==> src/rtl/pulse_sched_if.sv <==
// Requester-side bundle for pulse_sched: level requests and burst counts in,
// grant/done/busy status and the shared pulse train out.
interface pulse_sched_if #(
   parameter int unsigned NREQ  = 4,
   parameter int unsigned CNT_W = 8
) ();
   logic [NREQ-1:0]       i_req;
   logic [NREQ*CNT_W-1:0] i_count;
   logic [NREQ-1:0]       o_grant;
   logic [NREQ-1:0]       o_done;
   logic                  o_busy;
   logic                  o_pulse;

   modport master (
      output i_req, i_count,
      input  o_grant, o_done, o_busy, o_pulse
   );

   modport slave (
      input  i_req, i_count,
      output o_grant, o_done, o_busy, o_pulse
   );
endinterface

==> src/rtl/pulse_sched.sv <==
// Round-robin, non-preemptive scheduler sharing one pulse-train output between
// NREQ requesters; each grant produces a burst of i_count pulses then a done strobe.
module pulse_sched #(
   parameter int unsigned NREQ     = 4,
   parameter int unsigned CNT_W    = 8,
   parameter int unsigned HIGH_CYC = 4,
   parameter int unsigned LOW_CYC  = 4
) (
   input logic          i_clk,
   input logic          i_rst_n,
   pulse_sched_if.slave bus_io
);
   localparam int unsigned IdxW   = $clog2(NREQ);
   localparam int unsigned MaxCyc = (HIGH_CYC > LOW_CYC) ? HIGH_CYC : LOW_CYC;
   localparam int unsigned TimerW = (MaxCyc > 1) ? $clog2(MaxCyc) : 1;

   typedef enum logic [1:0] {StIdle, StHigh, StLow, StDone} state_e;

   state_e            state_q, state_d;
   logic [CNT_W-1:0]  remaining_q, remaining_d;
   logic [TimerW-1:0] timer_q, timer_d;
   logic [IdxW-1:0]   last_q, last_d;
   logic [NREQ-1:0]   grant_q, grant_d;
   logic [NREQ-1:0]   done_q, done_d;
   logic              busy_q, busy_d;
   logic              pulse_q, pulse_d;

   logic              found;
   logic [IdxW-1:0]   winner;
   logic [IdxW-1:0]   cand;
   logic [NREQ-1:0]   win_onehot;
   logic [CNT_W-1:0]  win_count;

   // Search starts one past the last winner so every pending requester is served in turn.
   always_comb begin
      found  = 1'b0;
      winner = last_q;
      cand   = '0;
      for (int unsigned i = 1; i <= NREQ; i++) begin
         cand = IdxW'((32'(last_q) + i) % NREQ);
         if (!found && bus_io.i_req[cand]) begin
            found  = 1'b1;
            winner = cand;
         end
      end
      win_onehot = NREQ'(1) << winner;
      win_count  = bus_io.i_count[winner*CNT_W +: CNT_W];
   end

   always_comb begin
      state_d     = state_q;
      remaining_d = remaining_q;
      timer_d     = timer_q;
      last_d      = last_q;
      grant_d     = grant_q;
      done_d      = '0;
      pulse_d     = 1'b0;
      unique case (state_q)
         StIdle: begin
            grant_d = '0;
            if (found) begin
               last_d      = winner;
               grant_d     = win_onehot;
               remaining_d = win_count;
               if (win_count != '0) begin
                  state_d = StHigh;
                  timer_d = TimerW'(HIGH_CYC - 1);
                  pulse_d = 1'b1;
               end else begin
                  state_d = StDone;
                  timer_d = '0;
                  done_d  = win_onehot;
               end
            end
         end
         StHigh: begin
            if (timer_q == '0) begin
               remaining_d = remaining_q - CNT_W'(1);
               if (remaining_q == CNT_W'(1)) begin
                  state_d = StDone;
                  timer_d = '0;
                  done_d  = grant_q;
               end else begin
                  state_d = StLow;
                  timer_d = TimerW'(LOW_CYC - 1);
               end
            end else begin
               timer_d = timer_q - TimerW'(1);
               pulse_d = 1'b1;
            end
         end
         StLow: begin
            if (timer_q == '0) begin
               state_d = StHigh;
               timer_d = TimerW'(HIGH_CYC - 1);
               pulse_d = 1'b1;
            end else begin
               timer_d = timer_q - TimerW'(1);
            end
         end
         StDone: begin
            state_d = StIdle;
            timer_d = '0;
            grant_d = '0;
         end
         default: state_d = StIdle;
      endcase
      busy_d = (state_d != StIdle);
   end

   always_ff @(posedge i_clk) begin
      if (!i_rst_n) begin
         state_q     <= StIdle;
         remaining_q <= '0;
         timer_q     <= '0;
         last_q      <= IdxW'(NREQ - 1);
         grant_q     <= '0;
         done_q      <= '0;
         busy_q      <= 1'b0;
         pulse_q     <= 1'b0;
      end else begin
         state_q     <= state_d;
         remaining_q <= remaining_d;
         timer_q     <= timer_d;
         last_q      <= last_d;
         grant_q     <= grant_d;
         done_q      <= done_d;
         busy_q      <= busy_d;
         pulse_q     <= pulse_d;
      end
   end

   assign bus_io.o_grant = grant_q;
   assign bus_io.o_done  = done_q;
   assign bus_io.o_busy  = busy_q;
   assign bus_io.o_pulse = pulse_q;
endmodule

==> src/flat_wrapper.sv <==
// flat-port wrapper written by rule: the top's interface ports become plain ports
module pulse_sched_flat 
#(
   parameter int unsigned NREQ     = 4,
   parameter int unsigned CNT_W    = 8,
   parameter int unsigned HIGH_CYC = 4,
   parameter int unsigned LOW_CYC  = 4
)
  (i_clk, i_rst_n, bus_io_i_req, bus_io_i_count, bus_io_o_grant, bus_io_o_done, bus_io_o_busy, bus_io_o_pulse);
  pulse_sched_if #(.NREQ(NREQ), .CNT_W(CNT_W)) bus_io_i ();
  input logic i_clk;
  input logic i_rst_n;
  input wire logic [$bits(bus_io_i.i_req)-1:0] bus_io_i_req;
  input wire logic [$bits(bus_io_i.i_count)-1:0] bus_io_i_count;
  output wire logic [$bits(bus_io_i.o_grant)-1:0] bus_io_o_grant;
  output wire logic [$bits(bus_io_i.o_done)-1:0] bus_io_o_done;
  output wire logic [$bits(bus_io_i.o_busy)-1:0] bus_io_o_busy;
  output wire logic [$bits(bus_io_i.o_pulse)-1:0] bus_io_o_pulse;
  assign bus_io_i.i_req = bus_io_i_req;
  assign bus_io_i.i_count = bus_io_i_count;
  assign bus_io_o_grant = bus_io_i.o_grant;
  assign bus_io_o_done = bus_io_i.o_done;
  assign bus_io_o_busy = bus_io_i.o_busy;
  assign bus_io_o_pulse = bus_io_i.o_pulse;
  pulse_sched #(.NREQ(NREQ), .CNT_W(CNT_W), .HIGH_CYC(HIGH_CYC), .LOW_CYC(LOW_CYC)) u_core (.i_clk(i_clk), .i_rst_n(i_rst_n), .bus_io(bus_io_i));
endmodule
==> config.mk <==
export PLATFORM = sky130hd
export DESIGN_NAME = pulse_sched_flat
export DESIGN_NICKNAME = d
export VERILOG_FILES = /design/src/rtl/pulse_sched_if.sv /design/src/rtl/pulse_sched.sv /design/src/flat_wrapper.sv
export SDC_FILE = /design/constraint.sdc
export NUM_CORES = 1
export LEC_CHECK = 0
export CORE_ASPECT_RATIO = 1.75
export CORE_MARGIN = 8
export CORE_UTILIZATION = 30
export CTS_CLUSTER_SIZE = 25
export DETAILED_ROUTE_END_ITERATION = 12
export PLACE_DENSITY_LB_ADDON = 0.05
export RECOVER_POWER = 25
export SLEW_MARGIN = 0
export SYNTH_ARGS = -nofsm -noshare
export SYNTH_HDL_FRONTEND = slang
export SYNTH_SLANG_ARGS = --single-unit
==> constraint.sdc <==
create_clock -name i_clk -period 2.1 [get_ports i_clk]
set_input_delay 0.315 -clock i_clk [delete_from_list [all_inputs] [get_ports i_clk]]
set_output_delay 0.315 -clock i_clk [all_outputs]
set_load 0.01 [all_outputs]
# ---- After elaboration in Yosys (flattened, before gate mapping)
# Index checks and enable logic that the tools add are counted.
dict set report totals {
  output_inout_bits 10
  regBits 24
  inputBits 38
}
dict set report op_classes {
  muxes 43
  reduce_logical 14
  eq_ne 6
  add_sub_neg 6
  order_cmp 4
  n_shift 2
}
# operator n
set op_table {}
lappend op_table {{$shiftx A32 B6 Y8} 1}
lappend op_table {{$mux W2} 13}
lappend op_table {{$mux W4} 5}
lappend op_table {{$mux W8} 2}
lappend op_table {{$pmux W2 S4} 2}
lappend op_table {{$pmux W4 S2} 2}
lappend op_table {{$pmux W8 S2} 1}
lappend op_table {{$mux W1} 13}
lappend op_table {{$lt A2 B3 Y1 const B} 4}
lappend op_table {{$bmux W1 S2} 4}
lappend op_table {{$eq A8 B1 Y1 const B} 1}
lappend op_table {{$reduce_bool A8 Y1} 1}
lappend op_table {{$sub A8 B1 Y8 const B} 1}
lappend op_table {{$reduce_bool A2 Y1} 3}
lappend op_table {{$add A2 B1 Y2 const B} 2}
lappend op_table {{$add A2 B2 Y2 const B} 2}
lappend op_table {{$eq A2 B2 Y1 const B} 2}
lappend op_table {{$logic_not A2 Y1} 2}
lappend op_table {{$ne A2 B1 Y1 const B} 2}
lappend op_table {{$shl A1 B2 Y4 const A} 1}
lappend op_table {{$logic_and A1 B1 Y1} 3}
lappend op_table {{$logic_not A1 Y1} 3}
lappend op_table {{$pmux W1 S3} 1}
lappend op_table {{$reduce_and A3 Y1} 1}
lappend op_table {{other kinds (3)} 3}

# ---- Depth between registers and ports, before layout
# Gate-level depths: netlist of run 1.
dict set report depth {
  depth_word 19
  mapped_depth 10
  mapped_depth_nobuf 9
}

# ---- Worst setup path before layout of run 1
# Ideal clock, no wire load.
dict set report synth_timing {
  path_kind {reg2reg}
  startpoint {register u_core.last_q[0]}
  endpoint {register u_core.done_q[1] (netlist: u_core.bus_io.o_done[1])}
  stages_incl_launch_ff 8
  t_arrival_ns 1.805
  setup_slack_ns 0.198
  t_required_ns 2.003
  synth_period_minus_slack_ns 1.902
  path_buffers 0
  path_cell_list {dfxtp_1 > nand2b_2 > o211a_1 > nor2_2 > mux2i_1 > nand4_1 > a21o_4 > o41ai_4}
}
dict set report synth_between {
  elab_chain_cells 18
}
# item line
set synth_rtl {}
lappend synth_rtl {{from (decl)} pulse_sched.sv:22} ;# logic [IdxW-1:0] last_q, last_d;
lappend synth_rtl {{from (signal assigned)} pulse_sched.sv:116} ;# last_q <= IdxW'(NREQ - 1);
lappend synth_rtl {{from (signal assigned)} pulse_sched.sv:125} ;# last_q <= last_d;
lappend synth_rtl {{$add A2 B1 Y2} pulse_sched.sv:40} ;# cand = IdxW'((32'(last_q) + i) % NREQ);
lappend synth_rtl {{$bmux W1 S2} pulse_sched.sv:41} ;# if (!found && bus_io.i_req[cand]) begin
lappend synth_rtl {{$mux W1 (not written as such)} pulse_sched.sv:41}
lappend synth_rtl {{$mux W1} pulse_sched.sv:41}
lappend synth_rtl {{$logic_not A1 Y1} pulse_sched.sv:41}
lappend synth_rtl {{$logic_and A1 B1 Y1} pulse_sched.sv:41}
lappend synth_rtl {{$mux W1} pulse_sched.sv:41}
lappend synth_rtl {{$logic_not A1 Y1} pulse_sched.sv:41}
lappend synth_rtl {{[2 not listed]} --}
lappend synth_rtl {{$logic_not A1 Y1} pulse_sched.sv:41}
lappend synth_rtl {{$logic_and A1 B1 Y1} pulse_sched.sv:41}
lappend synth_rtl {{$mux W2} pulse_sched.sv:41}
lappend synth_rtl {{$shiftx A32 B6 Y8} pulse_sched.sv:47} ;# win_count = bus_io.i_count[winner*CNT_W +: CNT_W];
lappend synth_rtl {{$reduce_bool A8 Y1} pulse_sched.sv:65} ;# if (win_count != '0) begin
lappend synth_rtl {{$mux W4} pulse_sched.sv:65}
lappend synth_rtl {{$mux W4 (*)} pulse_sched.sv:61} ;# if (found) begin
lappend synth_rtl {{$pmux W4 S2 (*)} pulse_sched.sv:58} ;# unique case (state_q)
lappend synth_rtl {{to (signal assigned)} pulse_sched.sv:127} ;# done_q <= done_d;
lappend synth_rtl {{to (decl)} pulse_sched.sv:24} ;# logic [NREQ-1:0] done_q, done_d;
# Every way passes the cells marked *; elsewhere a longest branch is shown, timed or not. The select of a mux whose other input is x is not followed.
# A chain may end at the register's enable or synchronous reset.

# ---- Worst setup path after layout of run 1
dict set report layout_timing {
  startpoint {input port bus_io_i_count[2]}
  endpoint {register u_core.done_q[3] (netlist: u_core.bus_io.o_done[3])}
}
dict set report layout_between {
  elab_chain_cells 5
}
# item line
set layout_rtl {}
lappend layout_rtl {{from (decl)} flat_wrapper.sv:14} ;# input wire logic [$bits(bus_io_i.i_count)-1:0] bus_io_i_count;
lappend layout_rtl {{$shiftx A32 B6 Y8} pulse_sched.sv:47}
lappend layout_rtl {{$reduce_bool A8 Y1} pulse_sched.sv:65}
lappend layout_rtl {{$mux W4} pulse_sched.sv:65}
lappend layout_rtl {{$mux W4} pulse_sched.sv:61}
lappend layout_rtl {{$pmux W4 S2} pulse_sched.sv:58}
# No other way between the ends.

==> results by group, run 1 <==
Drt
  – Routed vias: 2,063
  – Iteration-0 DRC Markers: 91
  – DR pass1 iterations: 4
  – Remaining antenna violation count: 0
  – WL per Instance: 16.16 um
  – Vias/cell: 5.106
  – DRC: 0
  – Routed wire length: 6529 um

Power
  – Power per Cell Area: 794.7 nW/um2
  – VDD IR max: 0.0004227 V
  – Leakage: 1.225 nW

Synth
  – Number of synthesized flops with an enable pin: 0
  – Mean Syn Cell Area: 7.910 um2
  – Distinct cells, synth: 54
  – Main synth FF type: dfxtp_1
  – Async set-reset flop share out of synthesis: 0
  – Syn_nets: 280
  – Synth area leader: dfxtp_1
  – Synthesized area: 1843 um2
  – Synth warnings: 0
  – Gate Count Post-Synth: 233
  – Synth Register Bits: 24
  – Sequential-to-total area share from yosys stat: 0.2607
  – Ranking of synthesized cells by area: dfxtp_1, ha_1, nand2_1, o21ai_0, mux2i_1
  – Synth top area share: 0.2607

Die
  – Die Span Y: 119.7 um
  – Ports: 48
  – Core area: 6086 um2
  – Total die area: 9006 um2
  – Die W: 75.25 um
  – Initial core utilization: 0.3028
  – FP Rows: 38

Finish
  – Layout net count: 372
  – Filler instances: 657
  – Area grow syn2layout: 56.42%
  – Multi-input gate area: 1316 um2
  – Antenna cell count: 0
  – Reg area: 484.2 um2
  – Share of layout cells above drive strength 1: 0.2654
  – Final Non-Filler Cells: 404
  – Post-Route Utilization: 0.4737

STA
  – Achievable Freq: 491.2 MHz
  – RSZ-0062 raised after global routing: yes
  – Tmin final: 2.036 ns
  – Final Hold Viols: 0
  – WHS: 0.4838 ns
  – Final setup viols: 0
  – Skew final: 0.004443 ns
  – Final slew viol count: 0
  – Final worst slack: 0.06424 ns
  – Fin crit share: 0.9694
  – Normalized max-slew margin: 0.7715
  – Worst slew pin tran: 0.3416 ns

Setup path
  – Crit start category: input port
  – R2R Setup Slk: 0.07 ns
  – Crit. Startpoint: bus_io_i_count[2]
  – Required time of the worst setup path: 2.28 ns
  – FF-to-FF path depth: 8
  – Worst endpoint data arrival time: 2.22 ns
  – CP max FO: 5
  – Crit. End Element: flop
  – Worst r2r src: u_core.last_q[0]
  – Critical Path End: u_core.bus_io.o_done[3]
  – Crit Path Class: input port to flop
  – Reg2reg end: u_core.bus_io.o_done[3]

GRT
  – Total grt overflow: 0
  – Largest net degree at the start of global routing: 25
  – Vias in the first global route: 2,182
  – First-pass GRT wire length: 10,640 um
  – Total GRT Usage: 0.1521
  – Initial antenna violation count: 0

Placed design
  – IO Port Bufs: 47
  – GP Congestion: 0.8275
  – Dpl ws: -0.4475 ns
  – Placed Cells: 395
  – Post-DP HPWL: 5460 um

Clock network
  – Clk sinks: 24
  – Post-CTS Hold Buffers: 0
  – H-tree depth: 1
  – Clock buffer depth: 2
  – Total CTS buffers: 3
  – Clock Tree Root: clkbuf_8
  – CTS tree: yes
  – CTS clk-pin slew, worst paths: 0.09 ns
  – Skew-Pair Late Insertion Delay: 0.27 ns

Status
  – Status: finished clean

Job
  – Max_cap viols: 0

Min path
  – HP Class: flop to flop
[layout make-up]
type | instances | area share
clock buffer | 3 | 0.01432
clock inverter | 1 | 0.01042
inverter | 11 | 0.01519
multi-input combinational | 185 | 0.4566
sequential | 24 | 0.1680
tap | 80 | 0.03472
timing repair buffer | 100 | 0.3008
[report_power, final]
part | internal (W) | switching (W) | total [W] | leakage, nW
combinational | 0.000625 | 0.000613 | 0.00124 | 0.992
clock | 0.000255 | 0.000163 | 0.000418 | 0.0357
sequential | 0.000547 | 0.0000877 | 0.000635 | 0.198
[critical path: stages]
cell             delay (ns)
clkdlybuf4s50_1        0.42
or4_1                  0.57
a21oi_2                0.15
nand4_1                0.19
a21o_4                 0.29
o41ai_4                0.27
[logic make-up (layout without fill, tap and decap cells)]
family          count (synthesis)  in the layout  share of synthesized area
compound gates                 70             70                     0.2899
fa+ha+maj                       9              9                    0.06110
buf+inv                        24            115                    0.05363
flops                          24             24                     0.2607
mux                            10             10                    0.05838
simple gates                   96             96                     0.2763
[per-stage QoR]
step	area (um2)	TNS [ns]	power, W
2_1_floorplan	1843	0	0.001288
3_3_place_gp	2719	-5.031	0.001817
3_5_place_dp	2719	-5.259	0.001822
4_1_cts	2854	0	0.002297
5_1_grt	2883	-0.05905	0.002475
6_report	2883	0	0.002291
[layout by cell type (no fill, tap or decap), types with 3 or more instances in the layout]
master / netlist / layout
nand4_1: 7 / 7
buf_4: 0 / 52
or3_1: 4 / 4
dfxtp_1: 24 / 21
mux2i_2: 0 / 4
a32oi_1: 3 / 3
dlygate4sd3_1: 0 / 7
a21oi_1: 10 / 8
ha_1: 9 / 9
nor4_1: 3 / 3
nor3_1: 5 / 5
nand3_1: 13 / 13
dfxtp_2: 0 / 3
a211oi_1: 3 / 3
o21ai_0: 18 / 16
nor2_1: 8 / 8
clkdlybuf4s50_1: 0 / 36
and3_1: 4 / 4
a31oi_1: 5 / 5
o211ai_1: 7 / 7
o21ai_1: 3 / 5
nand2_1: 29 / 29
nor2b_1: 5 / 5
clkbuf_8: 0 / 3
inv_1: 10 / 10
mux2i_1: 7 / 3
[sequential cells by signal (all words and copies together), names as in the netlist]
signal and flops:
u_core.bus_io.o_busy 1, u_core.bus_io.o_done 4, u_core.bus_io.o_grant 4, u_core.bus_io.o_pulse 1, u_core.last_q 2, u_core.remaining_q 8, u_core.state_q 2, u_core.timer_q 2
[how the worst min path moves through the flow]
stage,end,cells after the start,startpoint
2_1_floorplan,u_core.remaining_q[3],2,u_core.remaining_q[3]
5_1_grt,u_core.bus_io.o_grant[3],2,u_core.bus_io.o_grant[3]
6_report,u_core.bus_io.o_done[2],2,u_core.bus_io.o_grant[2]
4_1_cts,u_core.bus_io.o_done[2],2,u_core.bus_io.o_grant[2]
3_3_place_gp,u_core.bus_io.o_done[2],2,u_core.bus_io.o_grant[2]
3_5_place_dp,u_core.bus_io.o_done[2],2,u_core.bus_io.o_grant[2]
[metal layers]
metal / share of wire / track usage / vias up
li1: - / - / 1050
met5: 0 / 0 / -
met2: 0.59 / 0.2995 / 24
met4: 0.019 / 0.04964 / 0
met3: 0.021 / 0.01754 / 8
met1: 0.37 / 0.1516 / 981
[Yosys cell counts (3+ instances only)]
library cell	instances
nand2_1	29
dfxtp_1	24
o21ai_0	18
nand3_1	13
a21oi_1	10
inv_1	10
ha_1	9
clkbuf_1	8
nor2_1	8
mux2i_1	7
nand4_1	7
o211ai_1	7
a31oi_1	5
nor2b_1	5
nor3_1	5
and3_1	4
buf_2	4
nand2b_1	4
or3_1	4
a211oi_1	3
a32oi_1	3
nor4_1	3
o21ai_1	3
[timing repair]
action                                  in CTS  in global routing
endpoints found under the setup margin      10                 11
resized for setup                           13                 11
buffers inserted                             4                  1
pin swaps                                    5                  5
(Power assumes the default switching activity.)
==> run 2: changes to the inputs <==
--- a/config.mk
+++ b/config.mk
@@ -5,13 +5,16 @@
 export SDC_FILE = /design/constraint.sdc
 export NUM_CORES = 1
 export LEC_CHECK = 0
+export CAP_MARGIN = 0
 export CORE_ASPECT_RATIO = 1.75
 export CORE_MARGIN = 8
 export CORE_UTILIZATION = 30
 export CTS_CLUSTER_SIZE = 25
 export DETAILED_ROUTE_END_ITERATION = 12
+export GPL_ROUTABILITY_DRIVEN = 0
 export PLACE_DENSITY_LB_ADDON = 0.05
 export RECOVER_POWER = 25
+export SKIP_LAST_GASP = 1
 export SLEW_MARGIN = 0
 export SYNTH_ARGS = -nofsm -noshare
 export SYNTH_HDL_FRONTEND = slang
==> results of run 2 <==
Final layout, timing and power as in run 1 (identical DEF).
==> run 3: changes to the inputs <==
--- a/config.mk
+++ b/config.mk
@@ -12,6 +12,7 @@
 export CTS_CLUSTER_SIZE = 25
 export DETAILED_ROUTE_END_ITERATION = 12
 export GPL_ROUTABILITY_DRIVEN = 0
+export MAX_ROUTING_LAYER = met4
 export PLACE_DENSITY_LB_ADDON = 0.05
 export RECOVER_POWER = 25
 export SKIP_LAST_GASP = 1
==> results by group, run 3 (synthesis gave the netlist of run 1 again) <==
Status
  – Status: finished clean

Power
  – Sequential share of power: 0.277
  – Leakage: 1.225 nW
  – VDD IR max: 0.0004228 V
  – Power per Cell Area: 794.6 nW/um2
  – Power Internal: 0.001427 W
  – Clock share of power: 0.182
  – Combinational power share: 0.540
  – Sw frac: 0.3769
  – Switching pwr: 0.0008633 W

Clock network
  – Clk sinks: 24
  – Clock buffer depth: 2
  – CTS clk-pin slew, worst paths: 0.09 ns
  – Skew-Pair Late Insertion Delay: 0.27 ns
  – CTS tree: yes
  – H-tree depth: 1
  – Clock Tree Root: clkbuf_8
  – Total CTS buffers: 3

Placed design
  – IO Port Bufs: 47
  – Post-DP HPWL: 5460 um
  – Placed Cells: 395

STA
  – Achievable Freq: 491.4 MHz
  – Skew final: 0.004238 ns
  – Final Hold Viols: 0
  – Tmin final: 2.035 ns
  – Fin crit share: 0.9691
  – Setup TNS: 0 ns
  – Final slew viol count: 0
  – Final setup viols: 0
  – Normalized max-slew margin: 0.7733
  – RSZ-0062 raised after global routing: yes
  – Worst slew pin tran: 0.3390 ns

Finish
  – Reg area: 484.2 um2
  – Most frequent cells in the layout: buf_4, clkdlybuf4s50_1, nand2_1, dfxtp_1, o21ai_0
  – Share of layout cells above drive strength 1: 0.2654
  – Filler instances: 657
  – Multi-input gate area: 1316 um2
  – Largest register FFs: 8
  – Layout net count: 372
  – Most common cell after layout, fill and taps aside: buf_4
  – Largest reg by FF count: u_core.remaining_q
  – Area grow syn2layout: 56.42%
  – Antenna cell count: 0
  – Final Non-Filler Cells: 404

GRT
  – Total GRT Usage: 0.1562
  – Total grt overflow: 0
  – Largest net degree at the start of global routing: 25
  – Initial antenna violation count: 0
  – First-pass GRT wire length: 10,630 um
  – Vias in the first global route: 2,185

Die
  – Ports: 48
  – FP Rows: 38
  – Die Span Y: 119.7 um
  – Total die area: 9006 um2
  – Initial core utilization: 0.3028
  – Core area: 6086 um2
  – Die W: 75.25 um

Drt
  – WL per Instance: 16.16 um
  – DRC: 0
  – Routed vias: 2,059
  – DR pass1 iterations: 4
  – Iteration-0 DRC Markers: 89
  – Vias/cell: 5.097
  – Routed wire length: 6528 um
  – Remaining antenna violation count: 0

Min path
  – WHS Path Cells: 2
  – Hold Path Sink: u_core.bus_io.o_done[2]
  – Hold_sp: u_core.bus_io.o_grant[2]
  – HP Class: flop to flop

Setup path
  – Reg2reg end: u_core.bus_io.o_done[3]
  – R2R Setup Slk: 0.07 ns
  – Crit. End Element: flop
  – CP max FO: 5
  – Required time of the worst setup path: 2.28 ns
  – FF-to-FF path depth: 8
  – Worst r2r src: u_core.last_q[0]
  – Crit Path Class: input port to flop
  – Worst endpoint data arrival time: 2.22 ns
  – Crit start category: input port

Job
  – Max_cap viols: 0
run 3: cell counts in the layout (fill, tap and decap cells not counted):
No cell type changed its count.
run 3: how the worst max path moves through the flow:
stage | startpoint | end | slack [ns] | cells past startpoint
2_1_floorplan | u_core.last_q[0] | u_core.bus_io.o_done[1] | 0.20 | 7
5_1_grt | bus_io_i_count[2] | u_core.bus_io.o_done[3] | -0.06 | 6
4_1_cts | bus_io_i_req[2] | u_core.timer_q[0] | 0.006 | 10
3_5_place_dp | bus_io_i_req[3] | u_core.bus_io.o_done[3] | -0.45 | 8
6_report | bus_io_i_count[2] | u_core.bus_io.o_done[3] | 0.06 | 6
3_3_place_gp | bus_io_i_req[3] | u_core.timer_q[0] | -0.41 | 9
run 3: per-stage QoR:
step	area [um2]	total power (W)	hold slack (ns)	worst slack (ns)	utilization
after floorplan	1843	0.001288	0.4682	0.1975	-
after global placement	2719	0.001817	0.4863	-0.4103	0.4468
after detailed placement	2719	0.001822	0.4729	-0.4475	0.4468
after CTS	2854	0.002297	0.4904	0.005655	0.4690
after global routing	2883	0.002475	0.5125	-0.05904	0.4737
final	2883	0.002291	0.4837	0.06482	0.4737
run 3: critical path: stages:
cell and delay [ns]:
clkdlybuf4s50_1 0.42, or4_1 0.57, a21oi_2 0.15, nand4_1 0.19
a21o_4 0.29, o41ai_4 0.27
run 3: timing repair:
item / 4_1_cts / 5_1_grt
hold endpoints to repair: 0 / 0
setup buffers: 4 / 1
hold buffers: 0 / 0
resized for setup: 13 / 11
pin swaps: 5 / 5
setup endpoints to repair: 10 / 11
run 3: power groups by stage:
stage / clock network (W) / registers (W) / logic [W]
global placement: 0 / 0.000643 / 0.00117
CTS: 0.000433 / 0.000632 / 0.00123
detailed placement: 0 / 0.000642 / 0.00118
floorplan: 0 / 0.000622 / 0.000666
finish: 0.000418 / 0.000635 / 0.00124
global route: 0.000453 / 0.000649 / 0.00137
run 3: layer usage:
metal | part of all wire | vias up | GRT usage
met5 | 0 | - | -
met4 | 0.019 | 0 | 0.04964
met3 | 0.017 | 8 | 0.01504
met2 | 0.59 | 24 | 0.2995
met1 | 0.38 | 977 | 0.1531
li1 | - | 1050 | -
run 3: cell type report:
| type | count | area share |
|---|---|---|
| Multi-Input combinational cell | 185 | 0.4566 |
| Timing Repair Buffer | 100 | 0.3008 |
| Sequential cell | 24 | 0.1680 |
| Tap cell | 80 | 0.03472 |
| Inverter | 11 | 0.01519 |
| Clock buffer | 3 | 0.01432 |
| Clock inverter | 1 | 0.01042 |
